--- src/rtl/icache_assoc_pkg.sv ---
// Shared constants for the set-associative instruction cache.
// FSM encodings and a width helper used by the cache and its LRU.
package icache_assoc_pkg;

    localparam int ADDR_WIDTH_DEF = 32;
    localparam int LINE_BYTES_DEF = 16;
    localparam int NSETS_DEF      = 4;
    localparam int NWAYS_DEF      = 2;

    localparam logic [0:0] IDLE   = 1'b0;
    localparam logic [0:0] REFILL = 1'b1;

    function automatic int log2c(input int v);
        int r;
        r = 0;
        for (int i = 0; i < 31; i++)
            if ((1 << i) < v) r = i + 1;
        return r;
    endfunction

endpackage

--- src/rtl/icache_assoc_if.sv ---
// Fetch-side and memory-side signals of the instruction cache.
// slave = the cache, master = fetch stage plus memory.
interface icache_assoc_if #(
    parameter int ADDR_WIDTH = 32,
    parameter int LINE_W     = 128
);
    logic                  rd_en;
    logic [ADDR_WIDTH-1:0] addr;
    logic                  flush;
    logic [31:0]           instr;
    logic                  instr_valid;
    logic                  stall;
    logic                  mem_req;
    logic [ADDR_WIDTH-1:0] mem_addr;
    logic                  mem_ready;
    logic [LINE_W-1:0]     mem_data;

    modport slave (
        input  rd_en, addr, flush, mem_ready, mem_data,
        output instr, instr_valid, stall, mem_req, mem_addr
    );

    modport master (
        output rd_en, addr, flush, mem_ready, mem_data,
        input  instr, instr_valid, stall, mem_req, mem_addr
    );
endinterface

--- src/rtl/icache_assoc_lru.sv ---
// True-LRU age tracker: age 0 is MRU, age NWAYS-1 is the victim.
// Invalid ways are preferred as victims, lowest index first.
module icache_assoc_lru
    import icache_assoc_pkg::*;
#(
    parameter int NSETS = 4,
    parameter int NWAYS = 2,
    localparam int IDX_W = log2c(NSETS),
    localparam int WAY_W = (NWAYS > 1) ? log2c(NWAYS) : 1
) (
    input  logic             clk,
    input  logic             rst_n,
    input  logic [IDX_W-1:0] set_idx,
    input  logic             touch,
    input  logic [WAY_W-1:0] touch_way,
    input  logic [NWAYS-1:0] valid_vec,
    output logic [WAY_W-1:0] victim
);

    logic [WAY_W-1:0] age_q [NSETS][NWAYS];
    logic [WAY_W-1:0] age_d [NSETS][NWAYS];
    logic             found;

    always_comb begin
        age_d = age_q;
        if (touch) begin
            for (int w = 0; w < NWAYS; w++) begin
                if (WAY_W'(w) == touch_way)
                    age_d[set_idx][w] = '0;
                else if (age_q[set_idx][w] < age_q[set_idx][touch_way])
                    age_d[set_idx][w] = age_q[set_idx][w] + 1'b1;
            end
        end
    end

    always_comb begin
        victim = '0;
        found  = 1'b0;
        for (int w = 0; w < NWAYS; w++) begin
            if (!valid_vec[w] && !found) begin
                victim = WAY_W'(w);
                found  = 1'b1;
            end
        end
        if (!found) begin
            for (int w = 0; w < NWAYS; w++)
                if (age_q[set_idx][w] == WAY_W'(NWAYS - 1))
                    victim = WAY_W'(w);
        end
    end

    always_ff @(posedge clk or negedge rst_n) begin
        if (!rst_n) begin
            for (int s = 0; s < NSETS; s++)
                for (int w = 0; w < NWAYS; w++)
                    age_q[s][w] <= WAY_W'(w);
        end else begin
            age_q <= age_d;
        end
    end

endmodule

--- src/rtl/icache_assoc.sv ---
// N-way set-associative instruction cache with combinational hits
// and a registered single-line refill handshake to memory.
module icache_assoc
    import icache_assoc_pkg::*;
#(
    parameter int ADDR_WIDTH = ADDR_WIDTH_DEF,
    parameter int LINE_BYTES = LINE_BYTES_DEF,
    parameter int NSETS      = NSETS_DEF,
    parameter int NWAYS      = NWAYS_DEF
) (
    input  logic clk,
    input  logic reset,
    icache_assoc_if.slave bus
);

    localparam int OFF_W  = log2c(LINE_BYTES);
    localparam int IDX_W  = log2c(NSETS);
    localparam int TAG_W  = ADDR_WIDTH - OFF_W - IDX_W;
    localparam int LINE_W = 8 * LINE_BYTES;
    localparam int WAY_W  = (NWAYS > 1) ? log2c(NWAYS) : 1;

    logic [TAG_W-1:0]  tag;
    logic [IDX_W-1:0]  idx;
    logic [OFF_W+2:0]  bit_off;

    logic [LINE_W-1:0] data_mem [NSETS][NWAYS];
    logic [TAG_W-1:0]  tag_mem  [NSETS][NWAYS];
    logic [NWAYS-1:0]  valid_q  [NSETS];
    logic [NWAYS-1:0]  valid_d  [NSETS];

    logic [0:0]            state_q, state_d;
    logic                  mem_req_q, mem_req_d;
    logic [ADDR_WIDTH-1:0] mem_addr_q, mem_addr_d;
    logic [TAG_W-1:0]      req_tag_q, req_tag_d;
    logic [IDX_W-1:0]      req_idx_q, req_idx_d;
    logic                  pend_q, pend_d;

    logic [NWAYS-1:0]  hit_vec;
    logic [WAY_W-1:0]  hit_way;
    logic              hit;
    logic [LINE_W-1:0] line_sel;
    logic              fill;
    logic              touch;
    logic [WAY_W-1:0]  touch_way;
    logic [IDX_W-1:0]  lru_set;
    logic [WAY_W-1:0]  victim;

    assign tag = bus.addr[ADDR_WIDTH-1 -: TAG_W];
    assign idx = bus.addr[OFF_W +: IDX_W];

    always_comb begin
        hit_vec = '0;
        hit_way = '0;
        for (int w = 0; w < NWAYS; w++)
            hit_vec[w] = valid_q[idx][w] && (tag_mem[idx][w] == tag);
        for (int w = NWAYS - 1; w >= 0; w--)
            if (hit_vec[w]) hit_way = WAY_W'(w);
    end

    assign hit      = bus.rd_en && (state_q == IDLE) && (|hit_vec);
    assign line_sel = data_mem[idx][hit_way];

    // Byte offset scaled to bits with the two sub-word bits dropped.
    always_comb begin
        bit_off      = {bus.addr[OFF_W-1:0], 3'b000};
        bit_off[4:0] = '0;
    end

    assign bus.instr       = hit ? line_sel[bit_off +: 32] : '0;
    assign bus.instr_valid = hit;
    assign bus.stall       = reset &
                             ((state_q == REFILL) | (bus.rd_en & ~hit));
    assign bus.mem_req     = mem_req_q;
    assign bus.mem_addr    = mem_addr_q;

    assign fill    = (state_q == REFILL) && bus.mem_ready;
    assign lru_set = (state_q == REFILL) ? req_idx_q : idx;

    icache_assoc_lru #(
        .NSETS (NSETS),
        .NWAYS (NWAYS)
    ) u_lru (
        .clk       (clk),
        .rst_n     (reset),
        .set_idx   (lru_set),
        .touch     (touch),
        .touch_way (touch_way),
        .valid_vec (valid_q[lru_set]),
        .victim    (victim)
    );

    always_comb begin
        state_d    = state_q;
        mem_req_d  = mem_req_q;
        mem_addr_d = mem_addr_q;
        req_tag_d  = req_tag_q;
        req_idx_d  = req_idx_q;
        pend_d     = pend_q;
        valid_d    = valid_q;
        touch      = 1'b0;
        touch_way  = hit_way;
        unique case (1'b1)
            (state_q == IDLE): begin
                touch = hit;
                if (bus.flush)
                    for (int s = 0; s < NSETS; s++) valid_d[s] = '0;
                if (bus.rd_en && !hit) begin
                    state_d    = REFILL;
                    mem_req_d  = 1'b1;
                    mem_addr_d = {tag, idx, {OFF_W{1'b0}}};
                    req_tag_d  = tag;
                    req_idx_d  = idx;
                end
            end
            (state_q == REFILL): begin
                if (bus.flush) pend_d = 1'b1;
                if (bus.mem_ready) begin
                    touch     = 1'b1;
                    touch_way = victim;
                    state_d   = IDLE;
                    mem_req_d = 1'b0;
                    pend_d    = 1'b0;
                    // A flush seen during the refill also kills the new line.
                    if (pend_q || bus.flush)
                        for (int s = 0; s < NSETS; s++) valid_d[s] = '0;
                    else
                        valid_d[req_idx_q][victim] = 1'b1;
                end
            end
            default: ;
        endcase
    end

    always_ff @(posedge clk or negedge reset) begin
        if (!reset) begin
            state_q    <= IDLE;
            mem_req_q  <= 1'b0;
            mem_addr_q <= '0;
            req_tag_q  <= '0;
            req_idx_q  <= '0;
            pend_q     <= 1'b0;
            for (int s = 0; s < NSETS; s++) valid_q[s] <= '0;
        end else begin
            state_q    <= state_d;
            mem_req_q  <= mem_req_d;
            mem_addr_q <= mem_addr_d;
            req_tag_q  <= req_tag_d;
            req_idx_q  <= req_idx_d;
            pend_q     <= pend_d;
            valid_q    <= valid_d;
        end
    end

    always_ff @(posedge clk) begin
        if (fill) begin
            data_mem[req_idx_q][victim] <= bus.mem_data;
            tag_mem[req_idx_q][victim]  <= req_tag_q;
        end
    end

endmodule

--- src/flat_wrapper.sv ---
// flat-port wrapper written by rule: the top's interface ports become plain ports
module icache_assoc_flat import icache_assoc_pkg::*;
#(
    parameter int ADDR_WIDTH = ADDR_WIDTH_DEF,
    parameter int LINE_BYTES = LINE_BYTES_DEF,
    parameter int NSETS      = NSETS_DEF,
    parameter int NWAYS      = NWAYS_DEF
)
  (clk, reset, bus_rd_en, bus_addr, bus_flush, bus_mem_ready, bus_mem_data, bus_instr, bus_instr_valid, bus_stall, bus_mem_req, bus_mem_addr);
  icache_assoc_if #(.ADDR_WIDTH(ADDR_WIDTH), .LINE_W(128)) bus_i ();
  input  logic clk;
  input  logic reset;
  input wire logic [$bits(bus_i.rd_en)-1:0] bus_rd_en;
  input wire logic [$bits(bus_i.addr)-1:0] bus_addr;
  input wire logic [$bits(bus_i.flush)-1:0] bus_flush;
  input wire logic [$bits(bus_i.mem_ready)-1:0] bus_mem_ready;
  input wire logic [$bits(bus_i.mem_data)-1:0] bus_mem_data;
  output wire logic [$bits(bus_i.instr)-1:0] bus_instr;
  output wire logic [$bits(bus_i.instr_valid)-1:0] bus_instr_valid;
  output wire logic [$bits(bus_i.stall)-1:0] bus_stall;
  output wire logic [$bits(bus_i.mem_req)-1:0] bus_mem_req;
  output wire logic [$bits(bus_i.mem_addr)-1:0] bus_mem_addr;
  assign bus_i.rd_en = bus_rd_en;
  assign bus_i.addr = bus_addr;
  assign bus_i.flush = bus_flush;
  assign bus_i.mem_ready = bus_mem_ready;
  assign bus_i.mem_data = bus_mem_data;
  assign bus_instr = bus_i.instr;
  assign bus_instr_valid = bus_i.instr_valid;
  assign bus_stall = bus_i.stall;
  assign bus_mem_req = bus_i.mem_req;
  assign bus_mem_addr = bus_i.mem_addr;
  icache_assoc #(.ADDR_WIDTH(ADDR_WIDTH), .LINE_BYTES(LINE_BYTES), .NSETS(NSETS), .NWAYS(NWAYS)) u_core (.clk(clk), .reset(reset), .bus(bus_i));
endmodule
--- config.mk ---
export PLATFORM = sky130hd
export DESIGN_NAME = icache_assoc_flat
export DESIGN_NICKNAME = d
export VERILOG_FILES = /design/src/rtl/icache_assoc_pkg.sv /design/src/rtl/icache_assoc_if.sv /design/src/rtl/icache_assoc_lru.sv /design/src/rtl/icache_assoc.sv /design/src/flat_wrapper.sv
export SDC_FILE = /design/constraint.sdc
export NUM_CORES = 1
export LEC_CHECK = 0
export CAP_MARGIN = 20
export CORE_ASPECT_RATIO = 0.6
export CORE_MARGIN = 2
export CORE_UTILIZATION = 40
export CTS_BUF_LIST = sky130_fd_sc_hd__clkbuf_4
export DETAILED_ROUTE_END_ITERATION = 7
export HOLD_SLACK_MARGIN = 0.05
export SYNTH_ARGS = -nofsm -noshare
export SYNTH_HDL_FRONTEND = slang
export SYNTH_SLANG_ARGS = --single-unit
--- constraint.sdc ---
create_clock -name clk -period 18 [get_ports clk]
set_input_delay 5.4 -clock clk [delete_from_list [all_inputs] [get_ports clk]]
set_output_delay 5.4 -clock clk [all_outputs]
set_load 0.005 [all_outputs]
==> flow_summary.json <==
{
  "pwr-share-clk_pct": 37.5,
  "multiInputGateArea_mm2": 0.0110,
  "timing_worst_setup_path_type": "input port to primary output",
  "cts-htree-levels": 5,
  "cp-end-kind": "primary output",
  "drive_above_1_share_pct": 27.5,
  "layout_commonest_cell": "edfxtp_1",
  "slew_viol_final": 0,
  "initial_core_util_pct": 40.2,
  "p_int_uw": 4780,
  "ios": 232,
  "min_period_ns": 16.00,
  "synth_top_family_by_area": "multiplexers",
  "grt_pass1_vias": 27000,
  "synthCells": 2387,
  "outcome": "complete, no violations",
  "via_per_inst": 5.50,
  "die_y_um": 277,
  "post_cts_buffers": 0,
  "firstDrtPassIters": 6,
  "whs_ns": 0.508,
  "rr_endpoint": "u_core.data_mem[0][93]",
  "seqCellArea_mm2": 0.0382,
  "p_leak_uw": 0.0189,
  "hold_path_class": "register to register",
  "ys_seq_area_share_pct": 76.9,
  "vias": 25900,
  "async_reset_ff_share_pct": 3.67,
  "cap_violations": 0,
  "arrival_ns": 10.60,
  "switching_share_pct": 22.9,
  "final_nets": 3019,
  "netSwitchingPower_uw": 1420,
  "required_ns": 12.60,
  "mostFrequentLayoutCells": "edfxtp_1 (1232), clkbuf_4 (448), mux4_2 (289)",
  "ant_nets": 0,
  "num_rows": 100,
  "antenna_found_initial": 38,
  "setup_viol": 0,
  "synth_xor_area_share_pct": 0.635,
  "hp-start": "u_core.u_lru.age_q[1]",
  "synth_edf_count": 1232,
  "routed_wl_um": 127000,
  "powerDensity_mw_per_mm2": 107,
  "combPwrFrac_pct": 6.7,
  "grt_max_degree": 117,
  "gp_congestion": 0.816,
  "synth_seq_cells": 1279,
  "hold_violations": 0,
  "finalCritPeriodShare_pct": 88.9,
  "overflow": 0,
  "port_buffers": 225,
  "die_x_um": 459,
  "syn2layout_area_growth_pct": 16.3,
  "cts_tree": "yes",
  "r2r_slack_ns": 13.15,
  "postCtsResizedCells": 0,
  "setup_tns_ns": 0,
  "hold-path-endpoint": "u_core.u_lru.age_q[1]",
  "hold_path_depth": 1,
  "max_freq_mhz": 62.5,
  "numCtsBuffers": 321,
  "synth-main-ff-cell": "edfxtp_1",
  "avgSynthCellArea_um2": 20.8,
  "holdBufCountCts": 0,
  "cts_sinks": 1279,
  "synth_cell_type_count": 58,
  "worst_pin_slew_ns": 1.06,
  "wire_per_inst_um": 26.9,
  "clk_pin_slew_ns": 0.06,
  "rr_worst_depth": 7,
  "globalRouteTotalUtil_pct": 20.0,
  "fin_skew_ns": 0.125,
  "ys_warn_count": 0,
  "max-slew-margin-rel_pct": 29.1,
  "syn_area_mm2": 0.0497,
  "synth-compound-area-share_pct": 2.77,
  "drtIter0Drc": 2545,
  "power_frac_seq_pct": 55.8,
  "synthMuxAreaShare_pct": 15.7,
  "r2r-start": "u_core.state_q",
  "clockBufferDepth": 4,
  "ir_worst_vdd_v": 0.0000707,
  "yosys.area_share.simple_pct": 2.69,
  "drc": 0,
  "core_mm2": 0.124,
  "n_fill_cell": 10400,
  "die_area_mm2": 0.127,
  "rsz0062_at_grt": "false",
  "crit_fanout": 59,
  "cp-start-kind": "input port",
  "hpwlAfterDp_um": 68800,
  "grt_pass1_wl_um": 184000,
  "synth_fa_ha_area_share_pct": 0,
  "root_buffer": "clkbuf_4",
  "clock_latency_ns": 1.25
}
## cells in the mapped netlist (26+ instances only)
cell	instances	share of area [%]
o21ai_0	26	0.26
dfrtp_1	43	2.2
o211a_1	32	0.64
mux4_2	289	13
a31oi_1	33	0.42
nand3_1	35	0.35
edfxtp_1	1232	74
nand2_1	215	1.6
buf_2	27	0.27
clkbuf_1	78	0.59
mux2i_1	79	1.6
a21oi_1	51	0.51
## critical path: stages
cell and delay, ns:
buf_8 0.53, inv_1 0.48, o21ai_0 0.94, nand4_1 0.34
nor3_1 0.32, buf_4 0.22, o2111a_4 0.59, buf_4 0.40
nand2_1 0.09, a31oi_1 0.41, o211a_1 0.24, clkdlybuf4s50_1 0.55
## how the worst max path moves through the flow
stage                           start                       to  slack (ns)  cells past startpoint
after floorplan           bus_addr[4]  u_core.data_mem[3][128]        3.69                      8
after global placement    bus_addr[4]             bus_instr[2]        1.77                     13
after detailed placement  bus_addr[4]             bus_instr[2]        1.77                     13
after CTS                 bus_addr[4]             bus_instr[2]        1.74                     13
after global routing      bus_addr[4]             bus_instr[2]        1.73                     12
final                     bus_addr[4]             bus_instr[2]        2.00                     12
## power groups by stage
stage	registers (uW)	logic, uW	clock network, uW
after CTS	3460	422	2400
final	3460	417	2330
after floorplan	3520	223	0
after global routing	3470	448	2550
after detailed placement	3520	421	0
after global placement	3510	414	0
## area by class of cell
class                   count  area share (%)
well taps                1632            3.53
diodes                     16          0.0693
clock inverters            87           0.760
inverters                  11          0.0714
clock buffers             448            5.82
repair buffers            269            4.73
multi-input cells         972            19.0
flip-flops and latches   1279            66.1
## kinds of logic after synthesis
family          Yosys count
flops                  1279
simple gates            313
compound gates          206
xor+xnor                 36
mux                     413
other cells               1
buf+inv                 139
## flip-flops by register name, indices dropped and copies added (netlist names)
name and count:
u_core.bus.mem_addr 1, u_core.bus.mem_req 1, u_core.data_mem 1024, u_core.pend_q 1, u_core.req_idx_q 1, u_core.req_tag_q 26
u_core.state_q 1, u_core.tag_mem 208, u_core.u_lru.age_q 8, u_core.valid_q 8
## metrics by stage
step	power, uW	setup slack (ns)	cells	cell area (um2)	utilization (%)
2_1_floorplan	3740	3.69	2390	49700	-
3_3_place_gp	3930	1.77	4162	53900	43.6
3_5_place_dp	3940	1.77	4162	53900	43.6
4_1_cts	6280	1.74	4697	57700	46.7
5_1_grt	6460	1.73	4710	57800	46.7
6_report	6200	2.00	4714	57800	46.8
## routing by layer
layer	up-vias	GRT usage, %	share of wire (%)
met4	40	7.14	2.3
met5	-	0	0.20
li1	11000	-	-
met2	993	30.2	46
met1	13700	27.5	42
met3	269	6.39	8.7
Power figures use the tool's default switching activity.
